$ cat config.mk
export PLATFORM = sky130hd
export DESIGN_NAME = rv_trace_monitor
export DESIGN_NICKNAME = d
export VERILOG_FILES = /design/src/rtl/rv_trace_pkg.sv /design/src/rtl/rv_trace_fifo.sv /design/src/rtl/rv_trace_monitor.sv
export SDC_FILE = /design/constraint.sdc
export NUM_CORES = 1
export LEC_CHECK = 0
export CAP_MARGIN = 40
export CORE_MARGIN = 2
export CORE_UTILIZATION = 50
export CTS_BUF_LIST = sky130_fd_sc_hd__clkbuf_8
export DETAILED_ROUTE_END_ITERATION = 16
export PLACE_DENSITY = 0.73
export SYNTH_ARGS = -nofsm -noshare
export SYNTH_HDL_FRONTEND = slang
export SYNTH_SLANG_ARGS = --single-unit
$ cat constraint.sdc
create_clock -name clk -period 6.8 [get_ports clk]
set_input_delay 1.02 -clock clk [delete_from_list [all_inputs] [get_ports clk]]
set_output_delay 1.02 -clock clk [all_outputs]
set_load 0.02 [all_outputs]
$ cat src/rtl/rv_trace_pkg.sv
// Shared encodings for the retirement trace monitor: capture modes, halt opcode, flag layout.
// Build option RV_TRACE_PERF_EN (see rv_trace_monitor) uses sat_inc.
package rv_trace_pkg;

  typedef enum logic [1:0] {
    CAP_ALL = 2'b00,
    CAP_BRJ = 2'b01,
    CAP_OFF = 2'b10
  } cap_mode_e;

  localparam logic [31:0] HALT_INSTR = 32'h0000006F;

  localparam int FLAG_BR  = 0;
  localparam int FLAG_JMP = 1;
  localparam int FLAG_W   = 2;

  // 2'b11 is treated as off as well.
  function automatic logic cap_qualify(input logic [1:0] mode, input logic br, input logic jmp);
    return (mode == CAP_ALL) || ((mode == CAP_BRJ) && (br || jmp));
  endfunction

  function automatic logic [31:0] sat_inc(input logic [31:0] v, input logic en);
    return (en && (v != 32'hFFFF_FFFF)) ? v + 32'd1 : v;
  endfunction

endpackage

$ cat src/rtl/rv_trace_fifo.sv
// Ring buffer with overwrite-oldest or drop-newest policy when full; pop data registered (1 cycle).
// Never stalls the writer: a full write either evicts the oldest entry or is dropped, and sets overflow.
module rv_trace_fifo #(
  parameter int DW        = 66,
  parameter int DEPTH     = 16,
  parameter int OVERWRITE = 1
) (
  input  logic                     clk,
  input  logic                     rst_n,
  input  logic                     clear,
  input  logic                     wr_en,
  input  logic [DW-1:0]            wr_dat,
  input  logic                     rd_en,
  output logic                     rd_valid,
  output logic [DW-1:0]            rd_dat,
  output logic [$clog2(DEPTH):0]   count,
  output logic                     overflow
);

  localparam int AW = $clog2(DEPTH);
  localparam logic [AW:0] FULL_CNT = DEPTH[AW:0];

  logic [DW-1:0] mem [DEPTH];
  logic [AW-1:0] wr_ptr, rd_ptr;
  logic [AW:0]   count_nxt;
  logic          full, do_pop, evict, do_wr, lost, adv_rd;

  always_comb begin
    full   = (count == FULL_CNT);
    do_pop = rd_en && (count != '0);
    // Evicting: write slot equals read slot when full, so the oldest is replaced in place.
    evict  = wr_en && full && !do_pop && (OVERWRITE != 0);
    do_wr  = wr_en && (!full || do_pop || evict);
    lost   = wr_en && full && !do_pop;
    adv_rd = do_pop || evict;
    count_nxt = count;
    case ({do_wr, adv_rd})
      2'b10:   count_nxt = count + 1'b1;
      2'b01:   count_nxt = count - 1'b1;
      default: count_nxt = count;
    endcase
  end

  always_ff @(posedge clk) begin
    if (rst_n && !clear && do_wr) mem[wr_ptr] <= wr_dat;
  end

  always_ff @(posedge clk) begin
    if (!rst_n) begin
      wr_ptr   <= '0;
      rd_ptr   <= '0;
      count    <= '0;
      rd_valid <= 1'b0;
      overflow <= 1'b0;
      rd_dat   <= '0;
    end else if (clear) begin
      wr_ptr   <= '0;
      rd_ptr   <= '0;
      count    <= '0;
      rd_valid <= 1'b0;
      overflow <= 1'b0;
    end else begin
      rd_valid <= do_pop;
      if (do_pop) rd_dat <= mem[rd_ptr];
      if (do_wr)  wr_ptr <= wr_ptr + 1'b1;
      if (adv_rd) rd_ptr <= rd_ptr + 1'b1;
      count <= count_nxt;
      if (lost) overflow <= 1'b1;
    end
  end

endmodule

$ cat src/rtl/rv_trace_monitor.sv
// Retire-trace capture, watchdog and end-of-program detect; entry visible in count 1 cycle after retire.
// Retire side never backpressured (full -> overwrite/drop); pops return data 1 cycle later. Option: RV_TRACE_PERF_EN.
module rv_trace_monitor
  import rv_trace_pkg::*;
#(
  parameter int XLEN      = 32,
  parameter int DEPTH     = 16,
  parameter int WD_CYCLES = 10000,
  parameter int OVERWRITE = 1
) (
  input  logic                   clk,
  input  logic                   rst_n,
  input  logic                   retire_valid,
  input  logic [XLEN-1:0]        retire_pc,
  input  logic [31:0]            retire_instr,
  input  logic                   retire_branch,
  input  logic                   retire_jump,
  input  logic [1:0]             capture_mode,
  input  logic                   clear,
  input  logic                   rd_en,
  output logic                   rd_valid,
  output logic [XLEN-1:0]        rd_pc,
  output logic [31:0]            rd_instr,
  output logic [1:0]             rd_flags,
  output logic [$clog2(DEPTH):0] count,
  output logic                   overflow,
  output logic                   wd_timeout,
  output logic                   halted
`ifdef RV_TRACE_PERF_EN
  ,
  output logic [31:0]            cyc_cnt,
  output logic [31:0]            ret_cnt,
  output logic [31:0]            br_cnt,
  output logic [31:0]            jmp_cnt
`endif
);

  localparam int DW = XLEN + 32 + FLAG_W;

  logic [DW-1:0]     wr_dat, rd_dat;
  logic [FLAG_W-1:0] flags_in;
  logic              capture, halt_hit;

  always_comb begin
    flags_in           = '0;
    flags_in[FLAG_BR]  = retire_branch;
    flags_in[FLAG_JMP] = retire_jump;
    wr_dat   = {flags_in, retire_instr, retire_pc};
    capture  = retire_valid && !halted && cap_qualify(capture_mode, retire_branch, retire_jump);
    halt_hit = retire_valid && !halted && (retire_instr == HALT_INSTR);
  end

  assign {rd_flags, rd_instr, rd_pc} = rd_dat;

  rv_trace_fifo #(
    .DW        (DW),
    .DEPTH     (DEPTH),
    .OVERWRITE (OVERWRITE)
  ) u_fifo (
    .clk      (clk),
    .rst_n    (rst_n),
    .clear    (clear),
    .wr_en    (capture),
    .wr_dat   (wr_dat),
    .rd_en    (rd_en),
    .rd_valid (rd_valid),
    .rd_dat   (rd_dat),
    .count    (count),
    .overflow (overflow)
  );

  // The self-loop jal is itself captured (capture uses the pre-update halted).
  always_ff @(posedge clk) begin
    if (!rst_n || clear) halted <= 1'b0;
    else if (halt_hit)   halted <= 1'b1;
  end

  generate
    if (WD_CYCLES > 0) begin : g_wd
      localparam logic [31:0] WD_LIM = 32'(WD_CYCLES);
      logic [31:0] wd_cnt;
      always_ff @(posedge clk) begin
        if (!rst_n || clear) begin
          wd_cnt     <= '0;
          wd_timeout <= 1'b0;
        end else if (!halted) begin
          if (retire_valid) begin
            wd_cnt <= '0;
          end else if (wd_cnt != WD_LIM) begin
            wd_cnt <= wd_cnt + 32'd1;
            if (wd_cnt == WD_LIM - 32'd1) wd_timeout <= 1'b1;
          end
        end
      end
    end else begin : g_no_wd
      assign wd_timeout = 1'b0;
    end
  endgenerate

`ifdef RV_TRACE_PERF_EN
  always_ff @(posedge clk) begin
    if (!rst_n || clear) begin
      cyc_cnt <= '0;
      ret_cnt <= '0;
      br_cnt  <= '0;
      jmp_cnt <= '0;
    end else begin
      cyc_cnt <= sat_inc(cyc_cnt, !halted);
      ret_cnt <= sat_inc(ret_cnt, retire_valid);
      br_cnt  <= sat_inc(br_cnt, retire_valid && retire_branch);
      jmp_cnt <= sat_inc(jmp_cnt, retire_valid && retire_jump);
    end
  end
`endif

endmodule

[Word level (Yosys, flattened, before mapping)]
Memories as Yosys holds them, arrays and structs flattened. A register that Yosys moved wholly into a read port is not among the register bits.
Index checks and enable logic that the tools add are counted.
Storage, ports and cells
  register bits after elaboration: 49
  bits in latches: 0
  memory bits (writable): 1056
  ROM bits: 0
  output and inout port bits: 75
  memories kept: 1
Operators by class
  add/subtract/negate cells: 5
  $mul: 0
  divide/modulo/power cells: 0
  order comparisons: 0
  eq/ne operators: 7
  shift operators: 0
  muxes and demuxes: 5
  bitwise logic cells: 4
  reductions and logical operators: 30
Memory list
  u_fifo.mem: depth 16, width 66, rd ports 1, clocked after Yosys merged registers in 1, write ports 1, RTL line rv_trace_fifo.sv:23  | logic [DW-1:0] mem [DEPTH];
Operators with widths (count)
  2-to-1 mux 32 bit: 2
  adder 32 x 1 -> 32 bit, second input constant: 1
  equality test 32 x 14 -> 1 bit, second input constant: 1
  equality test 32 x 7 -> 1 bit, second input constant: 1
  inequality test 32 x 14 -> 1 bit, second input constant: 1
  logical AND 1 bit: 10
  one-hot mux 5 bit (2 select lines): 1
  adder 4 x 1 -> 4 bit, second input constant: 2
  zero test 1 bit: 6
  logical OR 1 bit: 6
  adder 5 x 1 -> 5 bit, second input constant: 1
  equality test 5 bit, second input constant: 1
  nonzero test 5 bit: 1
  subtractor 5 x 1 -> 5 bit, second input constant: 1
  equality test 2 x 1 -> 1 bit, second input constant: 2
  inverter 1 bit: 4
  AND reduction 2 bit: 2
  AND reduction 4 bit: 1
  nonzero test 2 bit: 2
  equality test 2 bit, second input constant: 1
  zero test 2 bit: 1
  2-to-1 mux 1 bit: 2
  OR reduction 2 bit: 1

[Longest topological paths before layout]
Gate-level depths: netlist of run 1.
  depth after elaboration: 11
  depth in mapped cells: 10

[Modules after synthesis]
Synthesis of run 1 repeated with hierarchy kept, for this count alone.
Unflattened totals
  cell total of the unflattened synthesis: 2159
  area, all modules: 45083.2 µm²
By module, submodules not included
  rv_trace_fifo: times used 1, cells each 1890, area each 42976.2 µm², sequential area each 33332.0 µm²
  rv_trace_monitor: times used 1, cells each 269, area each 2107.0 µm², sequential area each 680.7 µm²

[Least setup slack after synthesis of run 1]
OpenSTA, ideal clock, no wires.
  path kind: input-to-reg
  start: input capture_mode[0]
  end: memory u_fifo.mem[0][0] (enable)
  arrival time: 4749 ps
  path slack: 1560 ps
  stages: 5
  path through: nor3b_1 -> nor3_2 -> clkbuf_1 -> nand2_1 -> nor2_1
On the way
  word-level cells in the longest chain between the ends: 11
  elaborated cells on any way between the ends: 12
  classes of those cells: eq/ne (1); mux (2); reduce/logical (9)
RTL lines
  start, declared: RTL line rv_trace_monitor.sv:18  | input logic [1:0] capture_mode,
  equality test 2 x 1 -> 1 bit: RTL line rv_trace_pkg.sv:19  | return (mode == CAP_ALL) || ((mode == CAP_BRJ) && (br || jmp));
  logical AND 1 bit: RTL line rv_trace_pkg.sv:19
  logical OR 1 bit (*): RTL line rv_trace_pkg.sv:19
  logical AND 1 bit (*): RTL line rv_trace_monitor.sv:49  | capture = retire_valid && !halted && cap_qualify(capture_mode, retire_branch, retire_jump);
  logical AND 1 bit (2 in a row): RTL line rv_trace_fifo.sv:32  | evict = wr_en && full && !do_pop && (OVERWRITE != 0);
  logical OR 1 bit: RTL line rv_trace_fifo.sv:33  | do_wr = wr_en && (!full || do_pop || evict);
  logical AND 1 bit (*): RTL line rv_trace_fifo.sv:33
  logical AND 1 bit (*): RTL line rv_trace_fifo.sv:45  | if (rst_n && !clear && do_wr) mem[wr_ptr] <= wr_dat;
  2-to-1 mux 1 bit (*): RTL line rv_trace_fifo.sv:45
  2-to-1 mux 1 bit (implied by the code) (*): RTL line rv_trace_fifo.sv:45
  end, declared: RTL line rv_trace_fifo.sv:23
Mark *: on every way between the ends. The rest lies on a longest branch, timed or not.

[Final worst setup path of run 1]
  start: input retire_jump
  end: memory u_fifo.mem[3][59] (enable)
On the way
  word-level cells in the longest chain between the ends: 11
RTL lines
  start, declared: RTL line rv_trace_monitor.sv:17  | input logic retire_jump,
  logical OR 1 bit (*): RTL line rv_trace_pkg.sv:19
  logical AND 1 bit (*): RTL line rv_trace_pkg.sv:19
  logical OR 1 bit (*): RTL line rv_trace_pkg.sv:19
  logical AND 1 bit (*): RTL line rv_trace_monitor.sv:49
  logical AND 1 bit (2 in a row): RTL line rv_trace_fifo.sv:32
  logical OR 1 bit: RTL line rv_trace_fifo.sv:33
  logical AND 1 bit (*): RTL line rv_trace_fifo.sv:33
  logical AND 1 bit (*): RTL line rv_trace_fifo.sv:45
  2-to-1 mux 1 bit (*): RTL line rv_trace_fifo.sv:45
  2-to-1 mux 1 bit (implied by the code) (*): RTL line rv_trace_fifo.sv:45
Marks and branches as above.

==> results.json, run 1 <==
{
  "outcome": "complete, no violations",
  "drv_slew": 0,
  "tritoncts": "built",
  "fmax_ghz": 0.266,
  "critPathMaxFanout": 43,
  "yosysSeqAreaShare_pct": 76.1,
  "antenna_found_initial": 2,
  "place_congestion": 0.817,
  "rsz0062_at_grt": "no",
  "syn_to_final_growth_pct": 14.6,
  "crit_path_start_kind": "primary input",
  "hold_buffers": 0,
  "cts_sinks": 1171,
  "cts-htree-levels": 4,
  "yosys_warnings": 0,
  "worstPathArrival_ns": 4.22,
  "die_x_um": 303,
  "reg2reg_setup_slack_ns": 3.66,
  "synthesis.area_per_instance_um2": 19.7,
  "cp_cell_sequence": "clkdlybuf4s50_1 > nor3b_1 > buf_2 > nor3_2 > buf_6 > nand2_1 > nor2_4 > buf_12",
  "ios": 148,
  "cp_num_buf_inv": 4,
  "synth-seq-cells": 1171,
  "ir_drop_mv": 0.203,
  "grt_pass1_wl_mm": 150,
  "p_total_mw": 13.5,
  "synth-main-ff-cell": "edfxtp_1",
  "ant_nets": 0,
  "dr_total_vias": 23372,
  "skew_ns": 0.0401,
  "layout-drive-gt1-share_pct": 19.9,
  "post-place-ws_ns": 2.19,
  "fin_crit_ns": 3.75,
  "p_per_area_nw_per_um2": 263,
  "worstHoldPathType": "register to register",
  "io_buffers": 147,
  "synth.distinct_cells": 54,
  "avgRoutedWirePerCell_um": 26.4,
  "final_cell_mix": "edfxtp_1, mux4_2, clkbuf_8",
  "hold_viol": 0,
  "first_global_vias": 23939,
  "via_per_inst": 6.09,
  "grt_start_max_net_pins": 125,
  "worst_slack_ns": 3.05,
  "synth_top_family_by_area": "multiplexers",
  "start_util_pct": 50.5,
  "track_usage_pct": 22.3,
  "slowest_stage": "clkdlybuf4s50_1",
  "overflow": 0,
  "cts_max_path_buffers": 3,
  "routed_wirelength_mm": 101,
  "yosysTopAreaCell": "edfxtp_1",
  "coreArea_um2": 88500,
  "synth_fa_ha_area_share_pct": 0.325,
  "drc_errors": 0,
  "dp_hpwl_mm": 59.0,
  "worstSetupEndpointType": "register",
  "path_class": "primary input to register",
  "ctsRootBufferMaster": "clkbuf_8",
  "slowest_delay_ns": 0.80,
  "syn_nets": 2352,
  "totalNegativeSetupSlack_ns": 0,
  "drtIter0Drc": 2401,
  "final_common_cell": "edfxtp_1",
  "cts_buffers": 177,
  "period_share_pct": 55.2,
  "clock_latency_ns": 0.83,
  "nNetsFinal": 2611,
  "yosys-top-cells-area": "edfxtp_1, mux4_2, dfxtp_1",
  "cts_resized": 0,
  "tightestPinTransition_ns": 1.16,
  "synth_xor_area_share_pct": 0.529,
  "async_reset_ff_share_pct": 0,
  "netlist_area_um2": 44700,
  "dr.pass1.iters": 5,
  "cts.clk_slew.worst_paths_ns": 0.06,
  "dieHeight_um": 303,
  "critPathRequiredTime_ns": 7.27,
  "critPathTopFamily": "buffers and inverters",
  "yosysTopAreaCellShare_pct": 70.9,
  "synth_edf_count": 1056,
  "yosys.area_share.simple_pct": 3.63,
  "row_count": 109,
  "relSlewSlack_pct": 23.0,
  "setup_violations": 0,
  "synth_compound_area_share_pct": 4.75,
  "p_leak_nw": 15.9,
  "synth_cells": 2268,
  "post_cts_buffers": 0,
  "drv_cap": 0,
  "synthMuxAreaShare_pct": 13.2,
  "dieArea_um2": 91800
}
## layout make-up
| cell class | count | area (µm²) |
|---|---|---|
| fill | 6203 | 37300 |
| sequential | 1171 | 34000 |
| multi-input combinational | 962 | 10200 |
| clock buffer | 191 | 2630 |
| timing repair buffer | 206 | 2290 |
| tap | 1165 | 1460 |
| clock inverter | 127 | 616 |
| inverter | 9 | 33.8 |
| antenna | 5 | 12.5 |
## synthesized netlist by cell type (4+ instances only)
| master | instances |
|---|---|
| buf_6 | 10 |
| mux4_2 | 218 |
| nor4_1 | 12 |
| a21oi_1 | 19 |
| and2_1 | 4 |
| nand4_1 | 22 |
| xnor2_1 | 10 |
| a2111oi_0 | 22 |
| nand2_1 | 25 |
| edfxtp_1 | 1056 |
| clkbuf_1 | 66 |
| inv_1 | 8 |
| mux2i_1 | 96 |
| a211oi_1 | 22 |
| nor2b_1 | 25 |
| nand3_1 | 58 |
| a22o_1 | 86 |
| buf_2 | 30 |
| nor3_1 | 9 |
| buf_4 | 17 |
| ha_1 | 10 |
| or3_1 | 13 |
| dfxtp_1 | 115 |
| nor2_1 | 125 |
| and3_1 | 10 |
| o21ai_0 | 79 |
| a221o_1 | 22 |
| xor2_1 | 17 |
| a221oi_1 | 24 |
## per-stage QoR
| stage | hold WS (ns) | util (%) | instances | cell area (µm²) |
|---|---|---|---|---|
| final | 0.469 | 57.9 | 3836 | 51200 |
| after global routing | 0.509 | 57.9 | 3836 | 51200 |
| after CTS | 0.476 | 57.9 | 3830 | 51200 |
| after detailed placement | 0.466 | 54.2 | 3512 | 48000 |
| after global placement | 0.458 | 53.8 | 3497 | 47700 |
| after floorplan | 0.457 | - | 2268 | 44700 |
## path summary, 6_finish.rpt
path	cells past startpoint	from	endpoint
setup / recovery	8	retire_jump	u_fifo.mem[3][59]$_DFFE_PP_
hold / removal	2	u_fifo.rd_dat[52]$_SDFFE_PN0P_	u_fifo.rd_dat[52]$_SDFFE_PN0P_
setup reg to reg	7	u_fifo.rd_ptr[0]$_SDFFE_PP0P_	u_fifo.rd_dat[30]$_SDFFE_PN0P_
hold reg to reg	2	u_fifo.rd_dat[52]$_SDFFE_PN0P_	u_fifo.rd_dat[52]$_SDFFE_PN0P_
## flip-flops by register name, summed over array words and instances, names as in the netlist, 4 cells and up
| register | count |
|---|---|
| u_fifo.wr_ptr | 4 |
| u_fifo.mem | 1056 |
| u_fifo.rd_ptr | 4 |
| u_fifo.count | 5 |
| u_fifo.rd_dat | 66 |
| g_wd.wd_cnt | 32 |
## worst min-delay path: cells and delay by family (launching register included)
kind / cells / cell delay [ns]
and+or+nand+nor: 1 / 0.05
AOI/OAI and AO/OA: 1 / 0.06
DFF: 1 / 0.30
## cells by family (layout without fill, tap and decap cells)
group                      count (synthesis)  count (layout)
DFF                                     1171            1171
and+or+nand+nor                          324             324
muxes                                    316             316
AOI/OAI and AO/OA                        284             284
buffers and inverters                    135             533
xor gates and xnor gates                  27              27
adders and majority gates                 11              11
other                                      0               5
## where the power goes
| group | internal (mW) | switching (mW) |
|---|---|---|
| sequential | 7.86 | 0.0117 |
| combinational | 0.127 | 0.216 |
| clock | 2.63 | 2.61 |
| total | 10.6 | 2.84 |
## metal layers
metal | global-route usage, % | up-vias | share of wire, %
li1 | - | 9928 | -
met1 | 31.0 | 12220 | 41
met2 | 35.2 | 1084 | 49
met3 | 5.45 | 138 | 8.5
met4 | 6.37 | 2 | 1.7
met5 | 0 | - | 0.0089
No activity file was read; power rests on OpenSTA's default activity.
==> run 2: changes to the inputs <==
PLACE_DENSITY = 0.76   (was 0.73)
clock period = 3.15 ns   (was 6.8 ns; I/O delays follow)
==> run 2 against run 1 <==
Non-clock buffer count rose by 77. First-iteration DRC count rose by 14%. Register-to-register slack got worse by 3.4 ns. Design area rose by 1.8%. Via count rose by 1.7%. Critical path type is now register to register. Largest cell class unchanged.
==> results.json, run 2 (synthesis results as in run 1) <==
{
  "p_per_area_nw_per_um2": 565,
  "intPower_mw": 23.3,
  "post_cts_buffers": 0,
  "crit_path_start_kind": "register",
  "p_sw_mw": 6.20,
  "dp_hpwl_mm": 61.3,
  "first_global_vias": 24066,
  "coreArea_um2": 88500,
  "ctsRootBufferMaster": "clkbuf_8",
  "row_count": 109,
  "dr_total_vias": 23775,
  "dr.pass1.iters": 7,
  "place_congestion": 0.833,
  "routed_wirelength_mm": 103,
  "via_per_inst": 6.07,
  "r2r_end": "u_fifo.count[4]$_SDFFE_PP0P_",
  "ant_nets": 0,
  "reg2reg_setup_slack_ns": 0.27,
  "dieHeight_um": 303,
  "die_x_um": 303,
  "relSlewSlack_pct": 41.3,
  "cts-htree-levels": 4,
  "avgRoutedWirePerCell_um": 26.2,
  "antenna_found_initial": 11,
  "finalInstanceArea_um2": 52100,
  "tightestPinTransition_ns": 0.879,
  "critPathRequiredTime_ns": 3.91,
  "cts_sinks": 1171,
  "filler_cell_count": 6053,
  "drv_cap": 0,
  "hold_viol": 0,
  "met3_usage_pct": 4.93,
  "reg.largest.list": "u_fifo.mem: 1056 flops, u_fifo.rd_dat: 66 flops, g_wd.wd_cnt: 32 flops",
  "p_total_mw": 29.5,
  "dp.cells": 3589,
  "cp-startpoint": "u_fifo.count[0]$_SDFFE_PP0P_",
  "outcome": "complete, no violations",
  "reg2reg_depth": 10,
  "dieArea_um2": 91800,
  "ir_drop_mv": 0.362,
  "rr_startpoint": "u_fifo.count[0]$_SDFFE_PP0P_",
  "drc_errors": 0,
  "cts.clk_slew.worst_paths_ns": 0.06,
  "fin_crit_ns": 2.88,
  "fmax_ghz": 0.347,
  "ios": 148,
  "overflow": 0,
  "stdcell_count": 3917,
  "worstSetupEndpointType": "register",
  "top_register": "u_fifo.mem",
  "layout-drive-gt1-share_pct": 22.5,
  "clock_latency_ns": 0.82,
  "critPathMaxFanout": 6,
  "swShare_pct": 21.0,
  "hold_buffers": 0,
  "grt_use_met1_pct": 31.0,
  "track_usage_pct": 22.5,
  "grt_start_max_net_pins": 92,
  "cts_buffers": 174,
  "p_leak_nw": 16.3,
  "path_class": "register to register",
  "grt_pass1_wl_mm": 153,
  "busiest_layer": "met2",
  "crit_end": "u_fifo.count[4]$_SDFFE_PP0P_",
  "syn_to_final_growth_pct": 16.6,
  "tritoncts": "built",
  "skew_ns": 0.0348,
  "p_seq_share_pct": 57.6,
  "io_buffers": 147,
  "setup_violations": 0,
  "cts_resized": 0,
  "largest_reg_flops": 1056,
  "drv_slew": 0,
  "worstPathArrival_ns": 3.64,
  "rsz0062_at_grt": "no",
  "cts_max_path_buffers": 3,
  "worstHoldPathType": "primary input to register",
  "period_share_pct": 91.6,
  "nNetsFinal": 2685,
  "final_common_cell": "edfxtp_1",
  "start_util_pct": 50.5,
  "final_cell_mix": "edfxtp_1, mux4_2, clkbuf_8",
  "pwr-share-clk_pct": 39.7,
  "comb_power_share_pct": 2.7,
  "place_area_um2": 48800,
  "met2_usage_pct": 36.4,
  "drtIter0Drc": 2726
}
-- run 2: cell types whose count changed in the layout (fill, tap and decap cells not counted), moves of 2 or more --
cell,delta
clkbuf_8,-4
buf_16,-7
clkinv_8,-5
clkinvlp_4,+2
inv_1,-26
clkinv_1,+18
buf_4,+53
buf_12,+33
inv_6,+2
clkinv_2,+13
bufinv_16,+5
-- run 2: per-layer routing --
metal	up-vias	wire, µm
met1	12277	40700
met4	16	2290
met5	-	118
li1	10100	-
met2	1222	50600
met3	160	8910
-- run 2: cell type report --
type                       instances  area [µm²]  share of cell area, %
sequential                      1171       34000                   65.2
multi-input combinational        962       10200                   19.5
timing repair buffer             283        3130                   5.99
clock buffer                     187        2570                   4.94
tap                             1165        1460                   2.80
clock inverter                   136         752                   1.44
inverter                           9        33.8                 0.0648
antenna                            4        10.0                 0.0192
-- run 2: power by group through the flow --
stage / sequential [mW] / clock, mW / combinational, mW
2_1_floorplan: 17.3 / 0 / 0.281
3_3_place_gp: 17.3 / 0 / 0.746
3_5_place_dp: 17.3 / 0 / 0.779
4_1_cts: 17.0 / 11.9 / 0.780
5_1_grt: 17.0 / 12.5 / 0.836
6_report: 17.0 / 11.7 / 0.781
-- run 2: through the flow --
step	hold WS [ns]	worst slack [ns]	TNS [ns]	util [%]
after floorplan	0.457	-0.477	-389.45	-
after global placement	0.458	-0.219	-12.35	55.1
after detailed placement	0.463	-0.222	-17.98	55.1
after CTS	0.169	0.262	0	58.9
after global routing	0.213	0.158	0	58.9
final	0.277	0.266	0	58.9
-- run 2: critical path, stage by stage, from the launching register on --
cell	delay, ns
dfxtp_1	0.39
or4_4	0.60
o21ai_2	0.15
nor2_1	0.07
buf_4	0.15
fa_1	0.39
a21o_1	0.18
a21o_1	0.18
or4_1	0.41
a21o_1	0.19
a31oi_1	0.11
-- run 2: worst min path at each step --
stage / from / end / slack [ns] / cells past startpoint
final: rst_n / u_fifo.wr_ptr[0]$_SDFFE_PP0P_ / 0.28 / 4
after CTS: rst_n / u_fifo.wr_ptr[0]$_SDFFE_PP0P_ / 0.17 / 4
after global placement: u_fifo.rd_dat[5]$_SDFFE_PN0P_ / u_fifo.rd_dat[5]$_SDFFE_PN0P_ / 0.46 / 2
after global routing: rst_n / u_fifo.rd_ptr[0]$_SDFFE_PP0P_ / 0.21 / 4
after floorplan: g_wd.wd_cnt[16]$_SDFFE_PP0P_ / g_wd.wd_cnt[16]$_SDFFE_PP0P_ / 0.46 / 2
after detailed placement: u_fifo.rd_dat[64]$_SDFFE_PN0P_ / u_fifo.rd_dat[64]$_SDFFE_PN0P_ / 0.46 / 2
==> run 3: changes to the inputs <==
GPL_TIMING_DRIVEN = 0   (was unset)
==> run 3 against run 2 <==
Clock power down 4%. Core utilization about the same. Global-route usage up 1.7 points. Design area about the same. Worst setup slack worse by 0.18 ns. Critical path type is now primary input to register. Critical endpoint unchanged. Largest cell class unchanged. Largest power group unchanged.
==> results.json, run 3 (synthesis results as in run 1) <==
{
  "outcome": "complete, no violations",
  "ios": 148,
  "relSlewSlack_pct": 36.9,
  "coreArea_um2": 88500,
  "top_register": "u_fifo.mem",
  "worstHoldPathType": "primary input to register",
  "layout-drive-gt1-share_pct": 20.4,
  "post-place-ws_ns": -1.46,
  "cp_cell_sequence": "clkdlybuf4s50_1 > nand2b_1 > nor3_4 > clkbuf_2 > nor2_1 > fa_1 > a21o_1 > a21o_1 > or4_1 > a21o_1 > a31oi_1",
  "dieHeight_um": 303,
  "drv_cap": 0,
  "worstPathArrival_ns": 3.82,
  "dp_hpwl_mm": 71.3,
  "finalInstanceArea_um2": 52100,
  "cts_sinks": 1171,
  "dp.cells": 3636,
  "ctsRootBufferMaster": "clkbuf_8",
  "reg.largest.list": "u_fifo.mem: 1056 flops, u_fifo.rd_dat: 66 flops, g_wd.wd_cnt: 32 flops",
  "rsz0062_at_grt": "no",
  "dieArea_um2": 91800,
  "crit_path_start_kind": "primary input",
  "grt_start_max_net_pins": 39,
  "die_x_um": 303,
  "crit_path_frequent_cell": "a21o_1",
  "period_share_pct": 97.3,
  "place_area_um2": 48900,
  "largest_reg_flops": 1056,
  "stdcell_count": 3968,
  "place_congestion": 0.846,
  "dr.pass1.iters": 5,
  "slowest_stage": "clkdlybuf4s50_1",
  "row_count": 109,
  "ir_drop_mv": 0.325,
  "tritoncts": "built",
  "drtIter0Drc": 3221,
  "via_per_inst": 6.19,
  "antenna_found_initial": 10,
  "cts.clk_slew.worst_paths_ns": 0.06,
  "tightestPinTransition_ns": 0.946,
  "cts-htree-levels": 4,
  "final_common_cell": "edfxtp_1",
  "overflow": 0,
  "critPathMaxFanout": 10,
  "io_buffers": 147,
  "path_class": "primary input to register",
  "fin_crit_ns": 3.07,
  "critPathTopFamily": "simple AND/OR/NAND/NOR gates",
  "dr_total_vias": 24545,
  "filler_cell_count": 6028,
  "worstSetupEndpointType": "register",
  "drv_slew": 0,
  "cts_max_path_buffers": 3,
  "cts_buffers": 173,
  "hold_viol": 0,
  "syn_to_final_growth_pct": 16.6,
  "p_leak_nw": 16.4,
  "worst_slack_ns": 0.0845,
  "p_per_area_nw_per_um2": 556,
  "track_usage_pct": 24.2,
  "skew_ns": 0.0546,
  "routed_wirelength_mm": 111,
  "grt_pass1_wl_mm": 160,
  "nNetsFinal": 2730,
  "drc_errors": 0,
  "avgRoutedWirePerCell_um": 28.0,
  "clock_latency_ns": 0.84,
  "setup_violations": 0,
  "start_util_pct": 50.5,
  "final_cell_mix": "edfxtp_1, mux4_2, clkbuf_8",
  "cp_num_buf_inv": 2,
  "ant_nets": 0,
  "fmax_ghz": 0.326,
  "critPathRequiredTime_ns": 3.91,
  "first_global_vias": 24990,
  "slowest_delay_ns": 0.79
}
==> run 3: cell types whose count changed in the layout (fill, tap and decap cells not counted), sizes merged, moves of 2 or more <==
cell | previous run | this run
clkbuf | 187 | 252
clkinv | 66 | 39
buf | 136 | 114
inv | 69 | 104
bufinv | 6 | 2
diode | 4 | 6
==> run 3: per-stage QoR <==
stage | setup TNS [ns] | hold WS [ns] | total power, mW | util (%)
detailed placement | -976.30 | 0.466 | 18.0 | 55.2
global placement | -3744.34 | 0.458 | 18.0 | 53.9
floorplan | -389.45 | 0.457 | 17.6 | -
global route | 0 | 0.215 | 29.8 | 58.9
CTS | 0 | 0.220 | 29.1 | 58.9
finish | 0 | 0.245 | 29.0 | 58.9
==> run 3: what timing repair did <==
item,in CTS,in global routing
buffers inserted,0,0
setup endpoints to repair,565,170
gates resized for setup,4,5
hold buffers,0,0
pin swaps,0,0
==> run 3: final timing paths <==
check / startpoint / endpoint / slack (ns) / cells after the start
worst max-delay path: retire_valid / u_fifo.count[4]$_SDFFE_PP0P_ / 0.08 / 11
worst min register to register: u_fifo.rd_dat[56]$_SDFFE_PN0P_ / u_fifo.rd_dat[56]$_SDFFE_PN0P_ / 0.48 / 2
worst min-delay path: retire_branch / u_fifo.mem[8][64]$_DFFE_PP_ / 0.24 / 1
worst max register to register: u_fifo.count[0]$_SDFFE_PP0P_ / u_fifo.rd_dat[44]$_SDFFE_PN0P_ / 0.18 / 7
==> run 3: area by class of cell <==
class	instances	area, µm²	area share (%)
timing repair buffer	203	2590	4.97
multi-input combinational	962	10100	19.5
tap	1165	1460	2.80
clock inverter	141	662	1.27
clock buffer	185	2550	4.89
inverter	9	33.8	0.0648
buffer	126	651	1.25
antenna	6	15.0	0.0288
sequential	1171	34000	65.3
==> run 3: report_power, final <==
| part | total, mW | internal, mW | switching, mW | leakage [nW] |
|---|---|---|---|---|
| Combinational | 0.751 | 0.284 | 0.467 | 4.02 |
| Clock | 11.2 | 5.60 | 5.64 | 1.96 |
| Sequential | 17.0 | 17.0 | 0.0226 | 10.4 |
| Total | 29.0 | 22.8 | 6.13 | 16.4 |
==> run 3: layer usage <==
| layer | track usage (%) | vias up | part of all wire [%] |
|---|---|---|---|
| met5 | 0 | - | 0.036 |
| met4 | 9.36 | 8 | 3.0 |
| met3 | 6.76 | 227 | 11 |
| met2 | 38.8 | 1504 | 49 |
| met1 | 31.7 | 12612 | 37 |
| li1 | - | 10194 | - |
